### config.mk
export PLATFORM = sky130hd
export DESIGN_NAME = pc_msg_dispatcher_flat
export DESIGN_NICKNAME = d
export VERILOG_FILES = /design/src/rtl/pc_msg_dispatcher_if.sv /design/src/rtl/pc_msg_dispatcher.sv /design/src/flat_wrapper.sv
export SDC_FILE = /design/constraint.sdc
export NUM_CORES = 1
export LEC_CHECK = 0
export CAP_MARGIN = 20
export CORE_MARGIN = 4
export CORE_UTILIZATION = 30
export CTS_CLUSTER_SIZE = 8
export DETAILED_ROUTE_END_ITERATION = 8
export PLACE_DENSITY = 0.54
export SLEW_MARGIN = 20
export SYNTH_ARGS = -nofsm -noshare
export SYNTH_HDL_FRONTEND = slang
export SYNTH_SLANG_ARGS = --single-unit
export TNS_END_PERCENT = 10
### constraint.sdc
create_clock -name CLK -period 2.6 [get_ports CLK]
set_clock_uncertainty 0.05 [all_clocks]
set_input_delay 0.52 -clock CLK [delete_from_list [all_inputs] [get_ports CLK]]
set_output_delay 0.52 -clock CLK [all_outputs]
set_load 0.02 [all_outputs]
### src/rtl/pc_msg_dispatcher_if.sv
// pc_msg_dispatcher_if: FIFO-side word handshake plus per-channel message delivery bus.
//   in_valid/in_data  FWFT word offered by the write FIFO; in_ack pops it
//   msg_data          assembled message, word 0 at the LSB
//   msg_valid/ready   one valid/ready pair per consumer channel
//   msg_stop          marks a broadcast STOP while it is being delivered
//   timeout_err       pulse when a partial message is discarded
//   drop_count        saturating count of timeouts and bad-channel drops
//   msg_count         wrapping count of delivered messages
//   master: environment (FIFO + consumers); slave: the dispatcher
interface pc_msg_dispatcher_if #(
    parameter int XB_SIZE   = 32,
    parameter int MSG_WORDS = 3,
    parameter int N_CH      = 4
);
    logic                         in_valid;
    logic [XB_SIZE-1:0]           in_data;
    logic                         in_ack;
    logic [MSG_WORDS*XB_SIZE-1:0] msg_data;
    logic [N_CH-1:0]              msg_valid;
    logic [N_CH-1:0]              msg_ready;
    logic                         msg_stop;
    logic                         timeout_err;
    logic [7:0]                   drop_count;
    logic [15:0]                  msg_count;

    modport master (
        output in_valid, in_data, msg_ready,
        input  in_ack, msg_data, msg_valid, msg_stop, timeout_err, drop_count, msg_count
    );

    modport slave (
        input  in_valid, in_data, msg_ready,
        output in_ack, msg_data, msg_valid, msg_stop, timeout_err, drop_count, msg_count
    );
endinterface

### src/rtl/pc_msg_dispatcher.sv
// pc_msg_dispatcher: assembles FIFO words into messages and dispatches them by channel field.
//   CLK    single clock
//   RESET  asynchronous active-low reset
//   bus    pc_msg_dispatcher_if.slave: FIFO word input, per-channel message output, status counters
module pc_msg_dispatcher #(
    parameter int XB_SIZE   = 32,
    parameter int MSG_WORDS = 3,
    parameter int N_CH      = 4,
    parameter int CH_LSB    = 88,
    parameter int TIMEOUT   = 1023
) (
    input logic                CLK,
    input logic                RESET,
    pc_msg_dispatcher_if.slave bus
);
    localparam int CHW = N_CH > 1 ? $clog2(N_CH) : 1;
    localparam int IW  = MSG_WORDS > 1 ? $clog2(MSG_WORDS) : 1;
    localparam int TW  = $clog2(TIMEOUT + 1);
    localparam int MW  = MSG_WORDS * XB_SIZE;
    localparam logic [IW-1:0]   LAST = IW'(MSG_WORDS - 1);
    localparam logic [TW-1:0]   TLIM = TW'(TIMEOUT - 1);
    localparam logic [CHW:0]    NCH  = (CHW + 1)'(N_CH);
    localparam logic [N_CH-1:0] ONE  = N_CH'(1);

    typedef enum logic {COLLECT, DELIVER} state_t;

    state_t          r_state, w_state_nx;
    logic [IW-1:0]   r_idx;
    logic [TW-1:0]   r_idle;
    logic [MW-1:0]   r_data, w_data;
    logic [N_CH-1:0] r_mask, w_left;
    logic            r_stop, r_terr;
    logic [7:0]      r_drop;
    logic [15:0]     r_cnt;
    logic            w_ack, w_last, w_zero, w_good, w_take, w_bad, w_hit, w_done;
    logic [CHW-1:0]  w_ch;

    // Message as it will look once the word being acked lands in its slot
    always_comb begin
        w_data = r_data;
        w_data[int'(r_idx)*XB_SIZE +: XB_SIZE] = bus.in_data;
    end

    assign w_ack  = (r_state == COLLECT) && bus.in_valid;
    assign w_last = w_ack && (r_idx == LAST);
    assign w_ch   = w_data[CH_LSB +: CHW];
    assign w_zero = (w_data == '0);
    assign w_good = ({1'b0, w_ch} < NCH);
    assign w_take = w_last && (w_zero || w_good);
    assign w_bad  = w_last && !w_zero && !w_good;
    // An ack in the cycle the idle counter would reach TIMEOUT keeps the message alive
    assign w_hit  = (r_state == COLLECT) && !w_ack && (r_idx != '0) && (r_idle == TLIM);
    assign w_left = r_mask & ~bus.msg_ready;
    assign w_done = (r_state == DELIVER) && (w_left == '0);

    always_ff @(posedge CLK or negedge RESET) begin
        if (!RESET) r_state <= COLLECT;
        else        r_state <= w_state_nx;
    end

    always_comb begin
        w_state_nx = r_state;
        if (r_state == COLLECT) w_state_nx = w_take ? DELIVER : COLLECT;
        else                    w_state_nx = w_done ? COLLECT : DELIVER;
    end

    always_ff @(posedge CLK or negedge RESET) begin
        if (!RESET) begin
            r_idx  <= '0;
            r_idle <= '0;
            r_data <= '0;
            r_mask <= '0;
            r_stop <= 1'b0;
            r_terr <= 1'b0;
            r_drop <= '0;
            r_cnt  <= '0;
        end else begin
            r_terr <= w_hit;
            if (w_ack) begin
                r_data <= w_data;
                r_idx  <= w_last ? '0 : r_idx + 1'b1;
                r_idle <= '0;
            end else if (w_hit || r_idx == '0) begin
                r_idx  <= '0;
                r_idle <= '0;
            end else begin
                r_idle <= r_idle + 1'b1;
            end
            // Mask is zero outside DELIVER, so w_left also clears it when collecting
            if (w_take) begin
                r_mask <= w_zero ? '1 : ONE << w_ch;
                r_stop <= w_zero;
            end else begin
                r_mask <= w_left;
            end
            if ((w_hit || w_bad) && r_drop != 8'hff) r_drop <= r_drop + 8'd1;
            if (w_done) r_cnt <= r_cnt + 16'd1;
        end
    end

    assign bus.in_ack      = w_ack;
    assign bus.msg_data    = r_data;
    assign bus.msg_valid   = r_mask;
    assign bus.msg_stop    = r_stop && (r_mask != '0);
    assign bus.timeout_err = r_terr;
    assign bus.drop_count  = r_drop;
    assign bus.msg_count   = r_cnt;
endmodule
### src/flat_wrapper.sv
// flat-port wrapper written by rule: the top's interface ports become plain ports
module pc_msg_dispatcher_flat 
#(
    parameter int XB_SIZE   = 32,
    parameter int MSG_WORDS = 3,
    parameter int N_CH      = 4,
    parameter int CH_LSB    = 88,
    parameter int TIMEOUT   = 1023
)
  (CLK, RESET, bus_in_valid, bus_in_data, bus_msg_ready, bus_in_ack, bus_msg_data, bus_msg_valid, bus_msg_stop, bus_timeout_err, bus_drop_count, bus_msg_count);
  pc_msg_dispatcher_if #(.XB_SIZE(XB_SIZE), .MSG_WORDS(MSG_WORDS), .N_CH(N_CH)) bus_i ();
  input logic CLK;
  input logic RESET;
  input wire logic [$bits(bus_i.in_valid)-1:0] bus_in_valid;
  input wire logic [$bits(bus_i.in_data)-1:0] bus_in_data;
  input wire logic [$bits(bus_i.msg_ready)-1:0] bus_msg_ready;
  output wire logic [$bits(bus_i.in_ack)-1:0] bus_in_ack;
  output wire logic [$bits(bus_i.msg_data)-1:0] bus_msg_data;
  output wire logic [$bits(bus_i.msg_valid)-1:0] bus_msg_valid;
  output wire logic [$bits(bus_i.msg_stop)-1:0] bus_msg_stop;
  output wire logic [$bits(bus_i.timeout_err)-1:0] bus_timeout_err;
  output wire logic [$bits(bus_i.drop_count)-1:0] bus_drop_count;
  output wire logic [$bits(bus_i.msg_count)-1:0] bus_msg_count;
  assign bus_i.in_valid = bus_in_valid;
  assign bus_i.in_data = bus_in_data;
  assign bus_i.msg_ready = bus_msg_ready;
  assign bus_in_ack = bus_i.in_ack;
  assign bus_msg_data = bus_i.msg_data;
  assign bus_msg_valid = bus_i.msg_valid;
  assign bus_msg_stop = bus_i.msg_stop;
  assign bus_timeout_err = bus_i.timeout_err;
  assign bus_drop_count = bus_i.drop_count;
  assign bus_msg_count = bus_i.msg_count;
  pc_msg_dispatcher #(.XB_SIZE(XB_SIZE), .MSG_WORDS(MSG_WORDS), .N_CH(N_CH), .CH_LSB(CH_LSB), .TIMEOUT(TIMEOUT)) u_core (.CLK(CLK), .RESET(RESET), .bus(bus_i));
endmodule
==> summary.md <==
| Metric | Value |
|---|---|
| Ratio of final minimum period to clock period | 93.1% |
| Crit-path max cell delay | 0.68 ns |
| WL final | 21.8 mm |
| CTS clock-pin slew for the worst setup and hold paths | 0.06 ns |
| Pins Over Slew Limit | 0 |
| H-tree levels | 4 |
| Synth-to-layout area growth | 49.4% |
| CP top delay family | buffers and inverters |
| IO Pins | 166 |
| Die boundary width | 149 um |
| Skew-Pair Late Insertion Delay | 0.42 ns |
| Critical path cell sequence | clkdlybuf4s50_1, nand2_1, inv_2, clkdlybuf4s50_1 |
| Ranking of synthesized cells by area | dfrtp_1, a22o_1, xnor2_1 |
| Die footprint | 22100 um^2 |
| Critical path type | in -> out |
| Largest net degree at the start of global routing | 61 |
| Core area | 19500 um^2 |
| Via density | 5.25 |
| CTS Buffer Depth | 2 |
| Arrival @ worst endpoint | 1.85 ns |
| Power, Total | 0.00980 W |
| FP Rows | 51 |
| Initial antenna violation count | 0 |
| Num CTS Buffers | 17 |
| Synth top area share | 58.7% |
| CP Depth | 4 |
| Synth cell types | 51 |
| Initial DRC count | 265 |
| Mapped Cells | 495 |
| Post-synth ARST share | 100% |
| CTS root buf | clkbuf_16 |
| Drc violations | 0 |
| Layout cells sized above 1 | 13.9% |
| Critical-path top delay cell | clkdlybuf4s50_1 |
| Vias in the first global route | 5312 |
| Most frequent CP cell | clkdlybuf4s50_1 |
| Setup violations, final | 0 |
| Top-count cell post-synth | dfrtp_1 |
| Final Util | 45.5% |
| Origin of the worst setup path | bus_in_valid |
| Gr ovfl total | 0 |
| Hpwl dp | 16.3 mm |
| Highest fanout seen on the critical path | 3 |
| DP Area | 8280 um^2 |
| Final Wtd Congestion | 0.876 |
| Slew margin rel. | 59.2% |
| Seq/Total Area, Yosys | 58.7% |
| WL per Instance | 22.1 um |
| EDFF count, synth | 0 |
| Synth Register Bits | 139 |
| Worst VDD drop | 508 uV |
| Element type at the critical path end | output pin |
| Hold_ws | 0.00973 ns |
| First-pass GRT wire length | 33.1 mm |
| Critical Path RT | 2.03 ns |
| Drt pass-1 iters | 4 |
| Starting Density | 30.5% |
| Vias | 5193 |
| Design Area, Final | 8860 um^2 |
| Min-Delay Path Class | in -> async |
| Reg2Reg Depth | 5 |
| Hold Violations, Final | 0 |
| Reg2reg start | u_core.bus.msg_data[56] |
| Max Cap Viol | 0 |
| Fin nets | 760 |
| Ant diodes | 0 |
| Worst r2r dst | u_core.bus.msg_valid[3] |
| Tmin final | 2.42 ns |
| FMAX | 0.413 GHz |
| Filler instances | 1782 |
| Crit path to | bus_in_ack |
| Status | finished, final reports clean |
| Reg2Reg Setup Slack | 0.23 ns |
| Leakage power | 3.86 nW |
| YS warnings | 0 |
| GRT Util Overall | 19.8% |
| Synthesized cell area | 5930 um^2 |
| Worst-margin pin slew | 0.613 ns |
| CP Launch Type | input port |
| Clk sinks | 139 |
| Buffers plus inverters on the worst setup path | 3 |
| Post-synth top area cell | dfrtp_1 |
| CTS tree | done |
| Primary FF master, synth | dfrtp_1 |
| Syn_nets | 543 |
| Post-synth top cells | dfrtp_1, a22o_1, nor2_1 |
| IO buf count | 165 |
| RSZ-0062 raised after global routing | no |
| Syn avg cell area | 12.0 um^2 |
| Die height | 149 um |
| Routed Antenna Nets | 0 |
| Power density over the cells | 1110 nW/um^2 |
[area by class of cell]
type                    count  area, um^2  area share (%)
flip-flops and latches    139        3480            39.3
clock buffers              17         425            4.80
multi-input cells         327        2350            26.5
well taps                 265         332            3.74
repair buffers            220        2100            23.7
clock inverters            15         141            1.60
inverters                   7        26.3           0.297
[per-stage QoR]
| stage | std cells | setup slack, ns | setup TNS, ns |
|---|---|---|---|
| floorplan | 495 | 0.455 | 0 |
| global placement | 958 | -0.0262 | -0.0562 |
| detailed placement | 958 | -0.0962 | -0.325 |
| CTS | 990 | 0.136 | 0 |
| global route | 990 | 0.127 | 0 |
| finish | 990 | 0.180 | 0 |
[placed cells by master (no fill, tap or decap), drive strengths merged, types with 3 or more instances in the layout]
cell           count
nor3              18
a22o              93
and3               4
nand4             19
clkdlybuf4s50    164
xnor2             21
a21oi              8
xor2               9
o21ai              7
nand2             24
clkinvlp           4
dfrtp            139
ha                 9
nand3              8
nor3b              3
o31ai              5
clkbuf            17
nor2b              6
inv               18
buf               56
and4               6
nor2              27
nand2b             3
or3                5
nor4              24
or4                3
[registers in the layout, summed over array words and instances, names as in the netlist]
name,flops
u_core.bus.msg_valid,4
u_core.bus.drop_count,8
u_core.bus.msg_data,96
u_core.r_idx,2
u_core.bus.msg_count,16
u_core.r_idle,10
u_core.bus.timeout_err,1
u_core.r_stop,1
u_core.r_state,1
[timing repair]
item,CTS,global route
hold buffers,0,0
resized for setup,0,1
buffers inserted,0,0
setup endpoints to repair,0,2
[cells by family (layout without fill, tap and decap cells)]
| group | count (synthesis) | after routing | synth area share, % |
|---|---|---|---|
| AOI/OAI and AO/OA | 127 | 127 | 17.6 |
| adders and majority gates | 9 | 9 | 1.90 |
| buffers and inverters | 29 | 259 | 1.94 |
| DFF | 139 | 139 | 58.7 |
| and+or+nand+nor | 158 | 158 | 14.9 |
| muxes | 3 | 3 | 0.549 |
| xor gates and xnor gates | 30 | 30 | 4.43 |
[layer usage]
layer | track usage (%) | routed length, um
met1 | 27.9 | 10200
met2 | 29.6 | 9830
met3 | 5.61 | 1310
met4 | 6.05 | 549
met5 | 0 | 0
[how the worst min path moves through the flow]
stage	startpoint	cells after the start	slack, ns	end
after global routing	RESET	1	0.04	u_core.bus.msg_data[54]
after detailed placement	u_core.bus.msg_count[15]	1	0.42	u_core.bus.msg_count[15]
after global placement	u_core.bus.msg_count[15]	1	0.41	u_core.bus.msg_count[15]
after CTS	RESET	1	0.04	u_core.bus.msg_data[54]
after floorplan	RESET	0	0.17	u_core.bus.drop_count[0]
final	RESET	1	0.01	u_core.bus.msg_data[54]
[where the power goes]
group          leakage [nW]  internal (W)  total (W)  switching (W)
combinational          1.68       0.00194    0.00416        0.00222
clock                 0.269       0.00127    0.00233        0.00106
sequential             1.91       0.00273    0.00332       0.000588
total                  3.86       0.00594    0.00980        0.00386
No activity file was read; power rests on OpenSTA's default activity.
==> RTL change (same flow settings) <==
`TIMEOUT` is set to 1023 in 2 places; all go to 4092.
--- a/src/rtl/pc_msg_dispatcher.sv
+++ b/src/rtl/pc_msg_dispatcher.sv
@@ -8,5 +8,5 @@
     parameter int N_CH      = 4,
     parameter int CH_LSB    = 88,
-    parameter int TIMEOUT   = 1023
+    parameter int TIMEOUT   = 4092
 ) (
     input logic                CLK,
--- a/src/flat_wrapper.sv
+++ b/src/flat_wrapper.sv
@@ -6,5 +6,5 @@
     parameter int N_CH      = 4,
     parameter int CH_LSB    = 88,
-    parameter int TIMEOUT   = 1023
+    parameter int TIMEOUT   = 4092
 )
   (CLK, RESET, bus_in_valid, bus_in_data, bus_msg_ready, bus_in_ack, bus_msg_data, bus_msg_valid, bus_msg_stop, bus_timeout_err, bus_drop_count, bus_msg_count);
Function: no difference found for any inputs over 4 cycles, from zero or initial values and one cycle with RESET low; that may be too few to reach the edited logic, so the function may still have changed.
==> RTL change against the original RTL <==
- setup slack got worse by 0.025 ns
- highest routed layer unchanged
- wire length rose by 3.3%
- critical path depth did not move
- critical path type unchanged
- sequential cell count rose by 2
- total power fell by 1.1%
- final cell count rose by 1.9%
- synthesized area rose by 3.2%
- non-clock buffer count rose by 8
- final area rose by 3.4%
- combinational power fell by 5.8%
==> RTL change: results <==
logic_synthesis:
  synth-compound-area-share_pct: 18.3
  syn-mean-instance-area_um2: 12.1
  yosysSeqAreaShare_pct: 57.7
  synthXorXnorAreaFrac_pct: 4.29
  synth_mux_area_share_pct: 0.552
  synthAdderAreaFrac_pct: 1.64
  synthTopCellsByCount: "dfrtp_1, a22o_1, nand2_1, nor4_1, nor2_1"
  synthesis.nets: 553
  synth.area.top_cells: "dfrtp_1, a22o_1, xnor2_1"
setup_path:
  reg2reg_from: "u_core.r_idx[0]$_DFFE_PN0P_"
  cp_max_fo: 6
  arrival_ns: 1.87
  ff2ff_path_depth: 8
  reg2reg_setup_slack_ns: 0.17
drt:
  vias: 5286
  drtIter0Drc: 285
  dr.pass1.iters: 5
  wl_per_cell_um: 22.3
placement:
  place_hpwl_um: 17100
  dp_worst_setup_slack_ns: -0.209
  place_inst: 977
clock_network:
  clk_pin_slew_worst_paths_ns: 0.06
global_routing:
  grt_max_degree: 60
  grt_pass1_vias: 5500
  grt_use_total_pct: 20.1
  grt_pass1_wl_um: 34100
timing:
  holdWs_ns: 0.0316
  period_needed_ns: 2.44
power_and_ir_drop:
  power.leakage_uw: 0.00402
  sw_frac_of_total_pct: 37.2
  irDropWorstVdd_mv: 0.427
layout:
  fin_cells: 1009
  fill_cells: 1842
  stdcell_area_um2: 9160
status:
  run_status: "complete, no violations"
RTL change: power groups by stage:
stage               logic (uW)  registers (uW)  clock network (uW)
finish                    3920            3270                2510
global route              4210            3340                2660
CTS                       3950            3260                2570
detailed placement        3930            3300                   0
global placement          3920            3280                   0
floorplan                 1490            3740                   0
RTL change: critical path, stage by stage:
cell and delay, ns:
clkdlybuf4s50_1 0.55, nand2_2 0.08, clkinv_2 0.11, clkdlybuf4s50_1 0.62
RTL change: per-layer routing:
metal | share of wire, % | track usage (%)
met5 | 0 | 0
met4 | 2.4 | 6.89
met3 | 7.0 | 4.55
met2 | 47 | 31.9
met1 | 44 | 27.1
RTL change: cell type report:
type	instances	share of cell area (%)
well taps	265	3.62
multi-input cells	334	26.9
repair buffers	228	23.9
flip-flops and latches	141	38.5
clock buffers	17	4.65
clock inverters	14	1.99
inverters	10	0.424
RTL change: what timing repair did:
action / CTS / global route
setup endpoints to repair: 0 / 1
endpoints found under the hold margin: 0 / 0
setup buffers: 0 / 1
